[config.mk]
export PLATFORM = sky130hd
export DESIGN_NAME = tt_logic_cell
export DESIGN_NICKNAME = d
export VERILOG_FILES = /design/src/rtl/tt_logic_cell.sv
export SDC_FILE = /design/constraint.sdc
export NUM_CORES = 1
export LEC_CHECK = 0
export CAP_MARGIN = 20
export CORE_MARGIN = 2
export CORE_UTILIZATION = 55
export CTS_CLUSTER_SIZE = 8
export DETAILED_ROUTE_END_ITERATION = 8
export PLACE_DENSITY = 0.74
export SLEW_MARGIN = 20
export SYNTH_ARGS = -nofsm -noshare
export SYNTH_HDL_FRONTEND = slang
export SYNTH_SLANG_ARGS = --single-unit
[constraint.sdc]
create_clock -name clk -period 2.7 [get_ports clk]
set_clock_uncertainty 0.2 [all_clocks]
set_input_delay 0.27 -clock clk [delete_from_list [all_inputs] [get_ports clk]]
set_output_delay 0.27 -clock clk [all_outputs]
set_load 0.1 [all_outputs]
[src/rtl/tt_logic_cell.sv]
// tt_logic_cell: runtime-reprogrammable N_IN-input truth-table cell.
// Inputs come in through a valid/ready handshake. Each result leaves through a
// single registered valid/ready stage. A serial configuration port fills a
// shadow table one bit at a time. The shadow replaces the active table
// atomically on a well-formed load.
// Optional feature macro: TT_PARITY_EN. When it is defined, every load carries
// one trailing even-parity bit over the table bits.
module tt_logic_cell #(
  parameter int unsigned          N_IN       = 4,
  parameter logic [(1<<N_IN)-1:0] DEFAULT_TT = 16'h0018
) (
  input  logic            clk,
  input  logic            rst,
  input  logic            in_valid,
  output logic            in_ready,
  input  logic [N_IN-1:0] in_data,
  output logic            out_valid,
  input  logic            out_ready,
  output logic            out_data,
  input  logic            cfg_valid,
  input  logic            cfg_bit,
  input  logic            cfg_last,
  output logic            cfg_done,
  output logic            cfg_err,
  output logic            loading
);

  localparam int unsigned TT_W = 1 << N_IN;
`ifdef TT_PARITY_EN
  localparam int unsigned LOAD_BITS = TT_W + 1;
`else
  localparam int unsigned LOAD_BITS = TT_W;
`endif
  localparam int unsigned CNT_W = $clog2(LOAD_BITS + 1);

  typedef enum logic {
    S_IDLE = 1'b0,
    S_LOAD = 1'b1
  } cfg_state_e;

  // Configuration state
  cfg_state_e           state_q,  state_d;
  logic [LOAD_BITS-1:0] shadow_q, shadow_d;
  logic [CNT_W-1:0]     count_q,  count_d;
  logic                 ovf_q,    ovf_d;
  logic [TT_W-1:0]      active_q, active_d;
  logic                 done_d;
  logic                 err_d;
  logic                 loading_d;

  // Working values for the bit being absorbed this cycle
  logic [CNT_W-1:0]     base_count_c;
  logic                 base_ovf_c;
  logic [CNT_W-1:0]     fill_count_c;
  logic                 fill_ovf_c;
  logic                 parity_ok_c;
  logic                 commit_ok_c;

  // Eval handshake
  logic                 accept_c;

  assign in_ready = !out_valid || out_ready;
  assign accept_c = in_valid && in_ready;

  // Result register: latency 1, held stable under backpressure.
  // The lookup reads the active table as it stands before any commit on the
  // same edge, so an input accepted on a commit edge sees the old table.
  always_ff @(posedge clk or posedge rst) begin
    if (rst) begin
      out_valid <= 1'b0;
      out_data  <= 1'b0;
    end else if (accept_c) begin
      out_valid <= 1'b1;
      out_data  <= active_q[in_data];
    end else if (out_ready) begin
      out_valid <= 1'b0;
    end
  end

  // Config FSM next-state: absorb a bit, saturate the count, and run the
  // commit check on the last bit.
  always_comb begin
    state_d      = state_q;
    shadow_d     = shadow_q;
    count_d      = count_q;
    ovf_d        = ovf_q;
    active_d     = active_q;
    done_d       = 1'b0;
    err_d        = 1'b0;
    base_count_c = count_q;
    base_ovf_c   = ovf_q;
    fill_count_c = count_q;
    fill_ovf_c   = ovf_q;
    parity_ok_c  = 1'b1;
    commit_ok_c  = 1'b0;

    if (cfg_valid) begin
      // A bit that arrives in IDLE always starts a fresh load at index 0.
      if (state_q == S_IDLE) begin
        base_count_c = CNT_W'(0);
        base_ovf_c   = 1'b0;
      end

      fill_count_c = base_count_c;
      fill_ovf_c   = base_ovf_c;
      if (base_count_c < CNT_W'(LOAD_BITS)) begin
        for (int unsigned i = 0; i < LOAD_BITS; i++) begin
          if (CNT_W'(i) == base_count_c) begin
            shadow_d[i] = cfg_bit;
          end
        end
        fill_count_c = base_count_c + CNT_W'(1);
      end else begin
        // Bits beyond the full load length are dropped but poison the load.
        fill_ovf_c = 1'b1;
      end

`ifdef TT_PARITY_EN
      parity_ok_c = (shadow_d[LOAD_BITS-1] == (^shadow_d[TT_W-1:0]));
`endif

      if (cfg_last) begin
        commit_ok_c = (fill_count_c == CNT_W'(LOAD_BITS)) && !fill_ovf_c && parity_ok_c;
        if (commit_ok_c) begin
          active_d = shadow_d[TT_W-1:0];
          done_d   = 1'b1;
        end else begin
          err_d    = 1'b1;
        end
        state_d = S_IDLE;
        count_d = CNT_W'(0);
        ovf_d   = 1'b0;
      end else begin
        state_d = S_LOAD;
        count_d = fill_count_c;
        ovf_d   = fill_ovf_c;
      end
    end

    loading_d = (state_d == S_LOAD);
  end

  // Config FSM state and registered status outputs.
  // Reset clears a partial load silently, without an error pulse.
  always_ff @(posedge clk or posedge rst) begin
    if (rst) begin
      state_q  <= S_IDLE;
      shadow_q <= '0;
      count_q  <= '0;
      ovf_q    <= 1'b0;
      active_q <= DEFAULT_TT;
      cfg_done <= 1'b0;
      cfg_err  <= 1'b0;
      loading  <= 1'b0;
    end else begin
      state_q  <= state_d;
      shadow_q <= shadow_d;
      count_q  <= count_d;
      ovf_q    <= ovf_d;
      active_q <= active_d;
      cfg_done <= done_d;
      cfg_err  <= err_d;
      loading  <= loading_d;
    end
  end

endmodule

==> summary.md <==
| Metric | Value |
|---|---|
| Drt drc | 0 |
| Avg WL per Cell | 17.2 um |
| Async set-reset flop share out of synthesis | 100% |
| Clock latency on the worst-skew pair | 0.29 ns |
| Overall die height | 68.9 um |
| Setup_tns | 0 ns |
| Final period utilization | 90.0% |
| Pre-antenna DRT Iters | 4 |
| CTS max path bufs | 2 |
| CP startpoint kind | flip-flop |
| Placed Area | 2490 um^2 |
| Post-cts sizing count | 0 |
| Final Instance Area | 2580 um^2 |
| Critical Path Max Stage Delay | 0.67 ns |
| Top_reg_cell synth | dfrtp_1 |
| Largest net degree at the start of global routing | 30 |
| Status | finished clean |
| Min-Delay Path Class | input pin to async pin |
| Post-Syn Area | 2310 um^2 |
| Mapped Nets | 213 |
| R2R cell count | 5 |
| Worst EP required | 2.68 ns |
| Row Count | 23 |
| Crit end category | flip-flop |
| CTS tree | done |
| Grt ovf | 0 |
| Synth Instances | 202 |
| Setup repair bufs after CTS | 0 |
| Max cap viols | 0 |
| CTS H-Tree Depth | 2 |
| Number of synthesized register bits | 43 |
| Vias | 1601 |
| First-pass GRT wire length | 7510 um |
| Most common cell after layout, fill and taps aside | dfrtp_1 |
| Initial Util | 57.5% |
| Measured slew at the worst slew-check pin | 0.823 ns |
| Die area | 4740 um^2 |
| Number of synthesized flops with an enable pin | 0 |
| Post-route minimum period | 2.43 ns |
| Core area | 4030 um^2 |
| Boundary Pins | 17 |
| Pleak | 1.12 nW |
| Fin nets | 226 |
| Setup-failing EPs final | 0 |
| Ant diodes | 0 |
| Register area share after synthesis | 46.6% |
| Die W | 68.9 um |
| Worst Path Buf+Inv | 1 |
| Top-area cell type share of the netlist area | 44.3% |
| Clock slew seen by the registers of the worst setup and hold paths | 0.08 ns |
| WL final | 4590 um |
| Gr usage total | 22.1% |
| Crit path max fanout | 17 |
| Slowest CP cell | dfrtp_1 |
| Crit Path Category | flip-flop to flip-flop |
| Root Buffer | clkbuf_8 |
| Critical Path AT | 2.41 ns |
| Final GP Congestion | 0.879 |
| Yosys synthesis warning count | 0 |
| Final Hold Fails | 0 |
| Area grow syn2layout | 11.4% |
| Critical path, cell by cell | nand2_1 -> or2_4 -> nor4_4 -> buf_4 -> mux2_2 |
| Reg2reg start | count_q[1] |
| # hold bufs at CTS | 0 |
| Peak Freq | 411 MHz |
| Fillers | 314 |
| Most frequent cells in the layout | dfrtp_1 (40), mux2_2 (35), nor2_1 (19) |
| Synth cell types | 44 |
| Reg2reg setup slack | 0.27 ns |
| Post-synthesis area per instance | 11.5 um^2 |
| DRT iter0 DRCs | 77 |
| TritonCTS Sinks | 43 |
| Number of antenna-violating nets in the routed design | 0 |
| Vias in the first global route | 1510 |
| Critical R2R Capture | active_q[12] |
| Dominant cell type by area after synthesis | dfrtp_1 |
| Peak supply drop | 312 uV |
| Share of cells above drive strength 1 | 32.9% |
| Number of buffers created by CTS | 5 |
| PD cells | 537 nW/um^2 |
| Buffers on Ports | 16 |
| Rel. slew slack | 45.0% |
| Top cells by area, synth | dfrtp_1 (44%), mux2_2 (17%), mux2_4 (4.5%), nor2_1 (3.1%), mux2i_1 (3.0%) |
| CP delay by family, top | simple AND/OR/NAND/NOR gates |
| Vias/cell | 6.02 |
| RSZ-0062 raised after global routing | no |
| Initial antenna violation count | 0 |
| Max-slew violations | 0 |
| HPWL Detailed | 3270 um |
-- Yosys cell counts, types with 3 or more instances --
cell	count
nor3_1	13
o211ai_1	3
nor2_1	19
mux2_2	35
nand2_1	10
nand2b_1	3
inv_1	5
mux2i_1	7
a21oi_1	8
dfrtp_1	41
clkbuf_1	9
nand3b_1	3
or2_2	3
mux2_4	7
-- logic make-up after synthesis --
family	count (synthesis)	share of synthesized area, %
mux	51	26.5
simple gates	64	15.2
flops	43	46.6
buf+inv	19	4.11
compound gates	25	7.51
-- worst reg2reg max path: cells and delay by family, from the launching register on --
kind          cells  cell delay [ns]
flops             1             0.67
buf+inv           1             0.32
mux               1             0.39
simple gates      3             0.73
-- cell type report --
class,count,area [um^2],share of cell area [%]
Clock buffer,6,72.6,2.82
Clock inverter,2,12.5,0.485
Inverter,5,18.8,0.728
Multi-Input combinational cell,140,1140,44.4
Sequential cell,43,1080,41.9
Tap cell,50,62.6,2.43
Timing Repair Buffer,20,188,7.28
-- stage by stage --
stage	hold WS [ns]	utilization, %	cells	power, mW	setup slack, ns
2_1_floorplan	0.152	-	202	0.925	0.135
3_3_place_gp	0.257	61.9	258	0.983	0.408
3_5_place_dp	0.261	61.9	258	0.994	0.332
4_1_cts	0.218	64.0	266	1.39	0.302
5_1_grt	0.262	64.0	266	1.45	0.147
6_report	0.198	64.0	266	1.38	0.270
-- layer usage --
metal / wire length [um] / track usage [%] / vias up / part of all wire (%)
li1: - / - / 752 / -
met4: 49 / 6.13 / 0 / 1.1
met1: 2020 / 30.3 / 806 / 44
met3: 175 / 5.03 / 6 / 3.8
met2: 2350 / 35.3 / 37 / 51
met5: 0 / 0 / - / 0
-- how the worst max path moves through the flow --
stage / cells past startpoint / start / end
floorplan: 6 / state_q / active_q[0]
global placement: 5 / count_q[4] / active_q[11]
detailed placement: 5 / count_q[4] / active_q[12]
CTS: 5 / count_q[1] / active_q[12]
global route: 5 / count_q[1] / active_q[12]
finish: 5 / count_q[1] / active_q[12]
-- power by group --
part	leakage, nW	total [mW]	switching [mW]	internal, mW
Clock	0.0412	0.402	0.221	0.181
Combinational	0.523	0.242	0.139	0.103
Sequential	0.559	0.739	0.0475	0.691
Total	1.12	1.38	0.408	0.975
-- flip-flops by register name, indices dropped and copies added, names as in the netlist --
register and flops:
out_data 1, active_q 16, out_valid 1, shadow_q 16
ovf_q 1, cfg_done 1, count_q 5, cfg_err 1
state_q 1
(Power assumes the default switching activity.)
